--- src/rtl/aec_lms_sequencer_if.sv ---
// Control/handshake bundle between the LMS sequencer, the sample input stage,
// the coefficient/history RAMs and the shared MAC datapath.
interface aec_lms_sequencer_if #(
    parameter int AW = 4
);
    logic          in_valid;
    logic          in_ready;
    logic [15:0]   spk_sample;
    logic          adapt_en;
    logic          dtd;
    logic          hist_we;
    logic [AW-1:0] hist_wr_addr;
    logic [15:0]   hist_wr_data;
    logic          rd_en;
    logic [AW-1:0] coef_rd_addr;
    logic [AW-1:0] hist_rd_addr;
    logic          acc_clr;
    logic          acc_en;
    logic          err_ld;
    logic          upd_mode;
    logic          coef_we;
    logic [AW-1:0] coef_wr_addr;
    logic          coef_wr_zero;
    logic          out_valid;
    logic          out_ready;
    logic          busy;
    logic [15:0]   frozen_cnt;

    // Handshakes: a transfer happens in a cycle where valid and ready are both 1
    // at the rising edge; valid, once raised, holds until that transfer.
    modport master (
        input  in_valid, spk_sample, adapt_en, dtd, out_ready,
        output in_ready, hist_we, hist_wr_addr, hist_wr_data, rd_en,
               coef_rd_addr, hist_rd_addr, acc_clr, acc_en, err_ld, upd_mode,
               coef_we, coef_wr_addr, coef_wr_zero, out_valid, busy, frozen_cnt
    );

    modport slave (
        output in_valid, spk_sample, adapt_en, dtd, out_ready,
        input  in_ready, hist_we, hist_wr_addr, hist_wr_data, rd_en,
               coef_rd_addr, hist_rd_addr, acc_clr, acc_en, err_ld, upd_mode,
               coef_we, coef_wr_addr, coef_wr_zero, out_valid, busy, frozen_cnt
    );
endinterface

--- src/rtl/aec_lms_sequencer.sv ---
// Per-sample LMS echo-canceller sequencer: coefficient zero-init, FIR pass,
// error latch and optional coefficient update on one shared MAC.
module aec_lms_sequencer #(
    parameter int TAPS = 16,
    parameter int AW   = 4
) (
    input  logic                 clk,
    input  logic                 reset,
    aec_lms_sequencer_if.master  bus
);
    localparam int KW = AW + 1;

    typedef enum logic [3:0] {
        S_RST,
        S_INIT,
        S_IDLE,
        S_SHIFT,
        S_FILT,
        S_FLUSH,
        S_ERR,
        S_UPD,
        S_WAIT_OUT
    } state_t;

    state_t        state_q, state_d;
    logic [KW-1:0] k_q, k_d;
    logic [AW-1:0] wr_ptr_q, wr_ptr_d;
    logic [15:0]   spk_q, spk_d;
    logic          adapt_q, adapt_d;
    logic          acc_en_q, acc_en_d;
    logic          out_pend_q, out_pend_d;
    logic [15:0]   frozen_q, frozen_d;
    logic          out_hs;

    // S_RST keeps every strobe low while reset is held; INIT starts on the
    // first edge after release.
    always_ff @(posedge clk or posedge reset) begin
        if (reset) begin
            state_q    <= S_RST;
            k_q        <= '0;
            wr_ptr_q   <= '0;
            spk_q      <= '0;
            adapt_q    <= 1'b0;
            acc_en_q   <= 1'b0;
            out_pend_q <= 1'b0;
            frozen_q   <= '0;
        end else begin
            state_q    <= state_d;
            k_q        <= k_d;
            wr_ptr_q   <= wr_ptr_d;
            spk_q      <= spk_d;
            adapt_q    <= adapt_d;
            acc_en_q   <= acc_en_d;
            out_pend_q <= out_pend_d;
            frozen_q   <= frozen_d;
        end
    end

    assign out_hs = out_pend_q & bus.out_ready;

    always_comb begin
        state_d    = state_q;
        k_d        = k_q;
        wr_ptr_d   = wr_ptr_q;
        spk_d      = spk_q;
        adapt_d    = adapt_q;
        acc_en_d   = (state_q == S_FILT);
        out_pend_d = out_pend_q & ~out_hs;
        frozen_d   = frozen_q;
        case (state_q)
            S_RST: begin
                state_d = S_INIT;
                k_d     = '0;
            end
            S_INIT: begin
                if (k_q == KW'(TAPS - 1)) begin
                    state_d = S_IDLE;
                    k_d     = '0;
                end else begin
                    k_d = k_q + 1'b1;
                end
            end
            S_IDLE: begin
                if (bus.in_valid) begin
                    spk_d   = bus.spk_sample;
                    adapt_d = bus.adapt_en & ~bus.dtd;
                    state_d = S_SHIFT;
                end
            end
            S_SHIFT: begin
                state_d = S_FILT;
                k_d     = '0;
            end
            S_FILT: begin
                if (k_q == KW'(TAPS - 1)) begin
                    state_d = S_FLUSH;
                    k_d     = '0;
                end else begin
                    k_d = k_q + 1'b1;
                end
            end
            S_FLUSH: state_d = S_ERR;
            S_ERR: begin
                wr_ptr_d   = wr_ptr_q + 1'b1;
                out_pend_d = 1'b1;
                k_d        = '0;
                if (adapt_q) begin
                    state_d = S_UPD;
                end else begin
                    state_d = S_WAIT_OUT;
                    if (frozen_q != 16'hFFFF) frozen_d = frozen_q + 1'b1;
                end
            end
            // One extra cycle past the last read lets the final write-back land.
            S_UPD: begin
                if (k_q == KW'(TAPS)) begin
                    k_d     = '0;
                    state_d = (out_hs || !out_pend_q) ? S_IDLE : S_WAIT_OUT;
                end else begin
                    k_d = k_q + 1'b1;
                end
            end
            S_WAIT_OUT: begin
                if (out_hs || !out_pend_q) state_d = S_IDLE;
            end
            default: state_d = S_RST;
        endcase
    end

    always_comb begin
        bus.in_ready     = (state_q == S_IDLE);
        bus.busy         = (state_q != S_IDLE);
        bus.hist_we      = (state_q == S_SHIFT);
        bus.hist_wr_addr = wr_ptr_q;
        bus.hist_wr_data = spk_q;
        bus.acc_clr      = (state_q == S_SHIFT);
        bus.acc_en       = acc_en_q;
        bus.err_ld       = (state_q == S_ERR);
        bus.upd_mode     = (state_q == S_UPD);
        bus.out_valid    = out_pend_q;
        bus.frozen_cnt   = frozen_q;
        bus.rd_en        = 1'b0;
        bus.coef_rd_addr = '0;
        bus.hist_rd_addr = '0;
        bus.coef_we      = 1'b0;
        bus.coef_wr_addr = '0;
        bus.coef_wr_zero = 1'b0;
        case (state_q)
            S_INIT: begin
                bus.coef_we      = 1'b1;
                bus.coef_wr_addr = k_q[AW-1:0];
                bus.coef_wr_zero = 1'b1;
            end
            S_FILT: begin
                bus.rd_en        = 1'b1;
                bus.coef_rd_addr = k_q[AW-1:0];
                bus.hist_rd_addr = wr_ptr_q - k_q[AW-1:0];
            end
            // wr_ptr has already advanced, so step back one to revisit FILT's taps.
            S_UPD: begin
                if (!k_q[AW]) begin
                    bus.rd_en        = 1'b1;
                    bus.coef_rd_addr = k_q[AW-1:0];
                    bus.hist_rd_addr = wr_ptr_q - AW'(1) - k_q[AW-1:0];
                end
                if (k_q != '0) begin
                    bus.coef_we      = 1'b1;
                    bus.coef_wr_addr = k_q[AW-1:0] - AW'(1);
                end
            end
            default: ;
        endcase
    end
endmodule

--- src/flat_wrapper.sv ---
// flat-port wrapper written by rule: the top's interface ports become plain ports
module aec_lms_sequencer_flat 
#(
    parameter int TAPS = 16,
    parameter int AW   = 4
)
  (clk, reset, bus_in_valid, bus_spk_sample, bus_adapt_en, bus_dtd, bus_out_ready, bus_in_ready, bus_hist_we, bus_hist_wr_addr, bus_hist_wr_data, bus_rd_en, bus_coef_rd_addr, bus_hist_rd_addr, bus_acc_clr, bus_acc_en, bus_err_ld, bus_upd_mode, bus_coef_we, bus_coef_wr_addr, bus_coef_wr_zero, bus_out_valid, bus_busy, bus_frozen_cnt);
  aec_lms_sequencer_if #(.AW(AW)) bus_i ();
  input  logic clk;
  input  logic reset;
  input wire logic [$bits(bus_i.in_valid)-1:0] bus_in_valid;
  input wire logic [$bits(bus_i.spk_sample)-1:0] bus_spk_sample;
  input wire logic [$bits(bus_i.adapt_en)-1:0] bus_adapt_en;
  input wire logic [$bits(bus_i.dtd)-1:0] bus_dtd;
  input wire logic [$bits(bus_i.out_ready)-1:0] bus_out_ready;
  output wire logic [$bits(bus_i.in_ready)-1:0] bus_in_ready;
  output wire logic [$bits(bus_i.hist_we)-1:0] bus_hist_we;
  output wire logic [$bits(bus_i.hist_wr_addr)-1:0] bus_hist_wr_addr;
  output wire logic [$bits(bus_i.hist_wr_data)-1:0] bus_hist_wr_data;
  output wire logic [$bits(bus_i.rd_en)-1:0] bus_rd_en;
  output wire logic [$bits(bus_i.coef_rd_addr)-1:0] bus_coef_rd_addr;
  output wire logic [$bits(bus_i.hist_rd_addr)-1:0] bus_hist_rd_addr;
  output wire logic [$bits(bus_i.acc_clr)-1:0] bus_acc_clr;
  output wire logic [$bits(bus_i.acc_en)-1:0] bus_acc_en;
  output wire logic [$bits(bus_i.err_ld)-1:0] bus_err_ld;
  output wire logic [$bits(bus_i.upd_mode)-1:0] bus_upd_mode;
  output wire logic [$bits(bus_i.coef_we)-1:0] bus_coef_we;
  output wire logic [$bits(bus_i.coef_wr_addr)-1:0] bus_coef_wr_addr;
  output wire logic [$bits(bus_i.coef_wr_zero)-1:0] bus_coef_wr_zero;
  output wire logic [$bits(bus_i.out_valid)-1:0] bus_out_valid;
  output wire logic [$bits(bus_i.busy)-1:0] bus_busy;
  output wire logic [$bits(bus_i.frozen_cnt)-1:0] bus_frozen_cnt;
  assign bus_i.in_valid = bus_in_valid;
  assign bus_i.spk_sample = bus_spk_sample;
  assign bus_i.adapt_en = bus_adapt_en;
  assign bus_i.dtd = bus_dtd;
  assign bus_i.out_ready = bus_out_ready;
  assign bus_in_ready = bus_i.in_ready;
  assign bus_hist_we = bus_i.hist_we;
  assign bus_hist_wr_addr = bus_i.hist_wr_addr;
  assign bus_hist_wr_data = bus_i.hist_wr_data;
  assign bus_rd_en = bus_i.rd_en;
  assign bus_coef_rd_addr = bus_i.coef_rd_addr;
  assign bus_hist_rd_addr = bus_i.hist_rd_addr;
  assign bus_acc_clr = bus_i.acc_clr;
  assign bus_acc_en = bus_i.acc_en;
  assign bus_err_ld = bus_i.err_ld;
  assign bus_upd_mode = bus_i.upd_mode;
  assign bus_coef_we = bus_i.coef_we;
  assign bus_coef_wr_addr = bus_i.coef_wr_addr;
  assign bus_coef_wr_zero = bus_i.coef_wr_zero;
  assign bus_out_valid = bus_i.out_valid;
  assign bus_busy = bus_i.busy;
  assign bus_frozen_cnt = bus_i.frozen_cnt;
  aec_lms_sequencer #(.TAPS(TAPS), .AW(AW)) u_core (.clk(clk), .reset(reset), .bus(bus_i));
endmodule
--- config.mk ---
export PLATFORM = sky130hd
export DESIGN_NAME = aec_lms_sequencer_flat
export DESIGN_NICKNAME = d
export VERILOG_FILES = /design/src/rtl/aec_lms_sequencer_if.sv /design/src/rtl/aec_lms_sequencer.sv /design/src/flat_wrapper.sv
export SDC_FILE = /design/constraint.sdc
export NUM_CORES = 1
export LEC_CHECK = 0
export CAP_MARGIN = 5
export CELL_PAD_IN_SITES_DETAIL_PLACEMENT = 2
export CELL_PAD_IN_SITES_GLOBAL_PLACEMENT = 2
export CORE_ASPECT_RATIO = 1.4
export CORE_MARGIN = 8
export CORE_UTILIZATION = 31
export DETAILED_ROUTE_END_ITERATION = 10
export PLACE_DENSITY = 0.81
export SYNTH_ARGS = -nofsm -noshare
export SYNTH_HDL_FRONTEND = slang
export SYNTH_SLANG_ARGS = --single-unit
--- constraint.sdc ---
create_clock -name clk -period 3.6 [get_ports clk]
set_input_delay 0.72 -clock clk [delete_from_list [all_inputs] [get_ports clk]]
set_output_delay 0.72 -clock clk [all_outputs]
set_load 0.03 [all_outputs]
## Yosys cells after proc, flatten, opt, wreduce, memory -nomap -nowiden

Index checks and enable logic that the tools add are counted.

| operators by class | value |
|---|---|
| equality and inequality tests | 17 |
| $add $sub $neg | 7 |
| reduce and logical (&&, ||, !) cells | 10 |
| mux-type cells | 23 |
| bitwise operators | 6 |

Operator list:

| operator | count |
|---|---|
| 4-bit 2-to-1 mux | 10 |
| 4-bit case mux with 9 select lines | 1 |
| 4-bit case mux with 2 select lines | 3 |
| 16-bit by 1-bit adder with 16-bit output (second input constant) | 1 |
| 4-bit by 3-bit equality test with 1-bit output (second input constant) | 4 |
| 16-bit != test (second input constant) | 1 |
| 5-bit case mux with 3 select lines | 1 |
| 5-bit 2-to-1 mux | 2 |
| 4-bit by 2-bit equality test with 1-bit output (second input constant) | 2 |
| 4-bit by 1-bit subtractor with 4-bit output (second input constant) | 2 |
| 4-bit subtractor | 2 |
| 2-bit by 1-bit != test with 1-bit output (second input constant) | 3 |
| 5-bit by 1-bit adder with 5-bit output (second input constant) | 1 |
| 5-bit by 4-bit equality test with 1-bit output (second input constant) | 1 |
| 5-bit equality test (second input constant) | 1 |
| 5-bit AND reduction | 1 |
| 5-bit nonzero test | 1 |
| 4-bit by 1-bit adder with 4-bit output (second input constant) | 1 |
| 4-bit by 1-bit equality test with 1-bit output (second input constant) | 1 |
| 4-bit equality test (second input constant) | 1 |
| 4-bit zero test | 1 |
| 1-bit 2-to-1 mux | 4 |
| 2-bit != test (second input constant) | 2 |
| 4-bit by 2-bit != test with 1-bit output (second input constant) | 1 |
| 10 further kinds | 15 |

| storage, ports and cells | value |
|---|---|
| register bits | 48 |
| input bits | 22 |

## Logic depth before layout (Yosys ltp)

| logic depth | value |
|---|---|
| word-level depth | 5 |
| mapped depth | 8 |

## Worst setup path after synthesis

Ideal clock, no wire load.

| timing path | value |
|---|---|
| path type | reg2out |
| start | register u_core.wr_ptr_q[1] (netlist: u_core.bus.hist_wr_addr[1]) |
| end | output bus_hist_rd_addr[3] |
| buffers on the path | 0 |
| arrival time | 2,047 ps |
| data required time | 2,880 ps |
| path slack | 833 ps |
| cell stages (with the launch flop) | 6 |
| cells stage by stage | dfrtp_1 > ha_1 > a21o_1 > a2111oi_0 > a311oi_1 > a31oi_1 |

| between the ends | value |
|---|---|
| word-level cells in the longest chain between the ends | 4 |

Ends and longest elaborated chain:

| element | RTL line | RTL |
|---|---|---|
| start: declaration | aec_lms_sequencer.sv:27 | `logic [AW-1:0] wr_ptr_q, wr_ptr_d;` |
| start signal: assignment | aec_lms_sequencer.sv:50 | `wr_ptr_q <= wr_ptr_d;` |
| 4-bit by 1-bit subtractor with 4-bit output | aec_lms_sequencer.sv:164 | `bus.hist_rd_addr = wr_ptr_q - AW'(1) - k_q[AW-1:0];` |
| 4-bit subtractor | aec_lms_sequencer.sv:164 |  |
| 4-bit 2-to-1 mux | aec_lms_sequencer.sv:161 | `if (!k_q[AW]) begin` |
| 4-bit case mux with 2 select lines (*) | aec_lms_sequencer.sv:148 | `case (state_q)` |
| end: declaration | flat_wrapper.sv:22 | `output wire logic [$bits(bus_i.hist_rd_addr)-1:0] bus_hist_rd_addr;` |

Every way passes the cells marked *; elsewhere a longest branch is shown, timed or not.

## Worst setup path after layout

| timing path | value |
|---|---|
| start | register u_core.k_q[1] |
| end | output bus_hist_rd_addr[3] |

| between the ends | value |
|---|---|
| word-level cells in the longest chain between the ends | 3 |

Ends and longest elaborated chain:

| element | RTL line | RTL |
|---|---|---|
| start: declaration | aec_lms_sequencer.sv:26 | `logic [KW-1:0] k_q, k_d;` |
| start signal: assignment | aec_lms_sequencer.sv:49 | `k_q <= k_d;` |
| 4-bit subtractor | aec_lms_sequencer.sv:164 |  |
| 4-bit 2-to-1 mux | aec_lms_sequencer.sv:161 |  |
| 4-bit case mux with 2 select lines (*) | aec_lms_sequencer.sv:148 |  |

Marked as above.

==> insert_results.sql <==
INSERT INTO impl_metrics (metric_group, metric, value, unit) VALUES
('global_route', 'grt.met1_usage', '15.6', '%'),
('worst_setup_path', 'cp_max_fo', '5', ''),
('synthesis', 'synth_top_cell_area_share', '43.2', '%'),
('finish', 'drive_above_1_share', '8.83', '%'),
('global_route', 'grt_util_all_layers', '15.4', '%'),
('route', 'routed_wirelength', '8.98', 'mm'),
('die', 'starting_utilization_of_the_core_area', '31.3', '%'),
('synthesis', 'synth_top_cell_by_area', 'sky130_fd_sc_hd__dfrtp_1', ''),
('power', 'p_clk_share', '13.8', '%'),
('timing', 'finalClockSkew', '6.01', 'ps'),
('route', 'via_per_inst', '5.25', ''),
('synthesis', 'postSynthAreaPerCell', '10.3', 'um2'),
('synthesis', 'syn-instance-count', '269', ''),
('run', 'cap_violations', '0', ''),
('die', 'core', '0.00887', 'mm2'),
('power', 'netSwitchingFraction', '45.9', '%'),
('hold_path', 'timing.hold.worst.class', 'reg -> reg', ''),
('place', 'postPlaceCellArea', '0.00370', 'mm2'),
('die', 'chipWidth', '96.0', 'um'),
('hold_path', 'holdCritStartpoint', 'u_core.bus.hist_wr_data[2]$_DFFE_PP0P_', ''),
('global_route', 'met3_layer_usage_reported_by_global_route', '3.22', '%'),
('timing', 'setup-violations-final', '0', ''),
('timing', 'max_slew_margin', '29.5', '%'),
('route', 'drt-initial-drc-count', '135', ''),
('synthesis', 'postSynthRegisterBits', '48', ''),
('global_route', 'antenna_found_initial', '0', ''),
('power', 'power_density', '863', 'mW/mm2'),
('synthesis', 'synth.yosys.seq_area_share', '43.2', '%'),
('timing', 'fmax', '290', 'MHz'),
('global_route', 'grt_start_max_net_pins', '49', ''),
('synthesis', 'synth_enable_flop_cells', '0', ''),
('timing', 'post-route-worst-setup-slack', '147', 'ps'),
('worst_setup_path', 'timing.reg2reg.worst_path_depth', '8', ''),
('power', 'pwr-share-comb', '59.3', '%'),
('clock_tree', 'cts_max_level', '2', ''),
('place', 'placed_cells', '451', ''),
('synthesis', 'cell_area_after_synthesis', '0.00278', 'mm2'),
('worst_setup_path', 'timing.critical_path.to_type', 'output pin', ''),
('power', 'sequentialPowerShare', '26.9', '%'),
('die', 'design.portCount', '81', ''),
('power', 'switching_power', '1520', 'uW'),
('clock_tree', 'clock_tree.buffer_depth', '2', ''),
('outcome', 'run_status', 'finished, final reports clean', ''),
('timing', 'fin_crit_share', '95.9', '%'),
('synthesis', 'synthesis.nets', '304', ''),
('power', 'vdd.ir_drop.worst', '0.433', 'mV'),
('clock_tree', 'clock_tree_from_tritoncts', 'built', ''),
('hold_path', 'hold-path-endpoint', 'u_core.bus.hist_wr_data[2]$_DFFE_PP0P_', ''),
('finish', 'layoutNonFillerInstCount', '458', ''),
('synthesis', 'synth_async_sr_flop_share', '100', '%'),
('global_route', 'first_global_vias', '2708', ''),
('synthesis', 'yosysWarnings', '0', ''),
('clock_tree', 'ctsRootBufferMaster', 'sky130_fd_sc_hd__clkbuf_16', ''),
('synthesis', 'ys_top_cells_by_count', 'sky130_fd_sc_hd__dfrtp_1, sky130_fd_sc_hd__nand2_1, sky130_fd_sc_hd__inv_1', ''),
('finish', 'final_nets', '386', ''),
('route', 'routedWlPerCell', '19.6', 'um'),
('synthesis', 'postSynth.topFlopCell', 'sky130_fd_sc_hd__dfrtp_1', ''),
('route', 'via_count', '2405', ''),
('worst_setup_path', 'cp_data_arrival_time', '2730', 'ps'),
('timing', 'hold_viol', '0', ''),
('clock_tree', 'clk_transition_reported_paths', '70', 'ps'),
('worst_setup_path', 'worst-endpoint-required', '2880', 'ps'),
('die', 'floorplan_row_count', '41', ''),
('route', 'drt_pass1_iterations', '4', ''),
('die', 'design.die.area', '0.0123', 'mm2'),
('place', 'place_hpwl', '7.12', 'mm'),
('global_route', 'grt.busiest_layer', 'met2', ''),
('worst_setup_path', 'worst_setup_path_startpoint', 'u_core.k_q[1]$_DFFE_PP0P_', ''),
('clock_tree', 'clk-insertion-delay-late', '290', 'ps'),
('route', 'final_antenna_net_count', '0', ''),
('die', 'floorplan.die.height', '128', 'um');
final cells by class:
| type | count | area [um2] |
|---|---|---|
| Sequential cell | 48 | 1200 |
| Timing Repair Buffer | 86 | 848 |
| Multi-Input combinational cell | 192 | 1450 |
| Clock inverter | 1 | 5.00 |
| Inverter | 18 | 67.6 |
| Tap cell | 107 | 134 |
| Clock buffer | 6 | 129 |
| Fill cell | 946 | 5040 |
power groups by stage:
stage / logic (uW) / registers (uW) / clock network [uW]
floorplan: 977 / 1140 / 0
global placement: 1930 / 884 / 0
detailed placement: 2000 / 905 / 0
CTS: 2000 / 896 / 475
global route: 2120 / 921 / 489
finish: 1960 / 891 / 458
through the flow:
| step | hold WS, ps | total power [uW] |
|---|---|---|
| after floorplan | 486 | 2110 |
| after global placement | 474 | 2810 |
| after detailed placement | 485 | 2900 |
| after CTS | 500 | 3380 |
| after global routing | 523 | 3530 |
| final | 496 | 3310 |
logic make-up (layout without fill, tap and decap cells):
logic type | Yosys count | after routing | synth area share (%)
and+or+nand+nor | 83 | 83 | 17.6
AOI/OAI and AO/OA | 58 | 58 | 14.5
DFF | 48 | 48 | 43.2
buffers and inverters | 29 | 111 | 4.55
xor gates and xnor gates | 20 | 20 | 6.30
muxes | 18 | 18 | 7.43
adders and majority gates | 13 | 13 | 6.39
state kept, by name, summed over array words and instances (netlist names):
signal,count
u_core.adapt_q,1
u_core.bus.acc_en,1
u_core.bus.frozen_cnt,16
u_core.bus.hist_wr_addr,4
u_core.bus.hist_wr_data,16
u_core.bus.out_valid,1
u_core.k_q,5
u_core.state_q,4
critical path, stage by stage (launching register included):
cell and delay (ps):
sky130_fd_sc_hd__dfrtp_1 450, sky130_fd_sc_hd__inv_1 90, sky130_fd_sc_hd__ha_1 290, sky130_fd_sc_hd__a21o_1 210
sky130_fd_sc_hd__a2111oi_0 460, sky130_fd_sc_hd__a311oi_1 90, sky130_fd_sc_hd__a31oi_1 160, sky130_fd_sc_hd__clkdlybuf4s50_1 690
per-layer routing:
metal	vias up	share of wire, %
li1	1121	-
met1	1229	36
met2	44	57
met3	11	4.5
met4	0	2.2
met5	-	0
how the worst max path moves through the flow:
stage	endpoint	slack (ps)	depth (start not counted)
after CTS	bus_hist_rd_addr[2]	110	8
after floorplan	bus_hist_rd_addr[3]	830	5
final	bus_hist_rd_addr[3]	150	7
after detailed placement	bus_hist_rd_addr[2]	440	8
after global routing	bus_hist_rd_addr[3]	40	7
after global placement	bus_hist_rd_addr[3]	570	7
cells in the final DEF (no fill, tap or decap), drive strengths merged, types with 2 or more instances in the layout:
master and n:
nand2 22, a211oi 4, inv 18, xor2 11
and3 4, nand4 5, dfrtp 48, fa 2
a2111oi 2, nor4 3, or3 2, xnor2 9
o211ai 2, o22ai 5, nor2 12, and2 2
a31oi 3, nor2b 3, nand2b 7, buf 6
ha 11, clkbuf 6, clkdlybuf4s50 79, nor3 9
nand3 3, mux2 18, or4b 2, o21ai 14
nand4b 2, a21o 6, a21oi 12
repair_timing:
item / in CTS / in global routing
hold buffers: 0 / 0
resized for setup: 0 / 1
buffers inserted: 0 / 0
setup endpoints to repair: 0 / 1
Note: power is estimated with default switching activity, not from simulation.
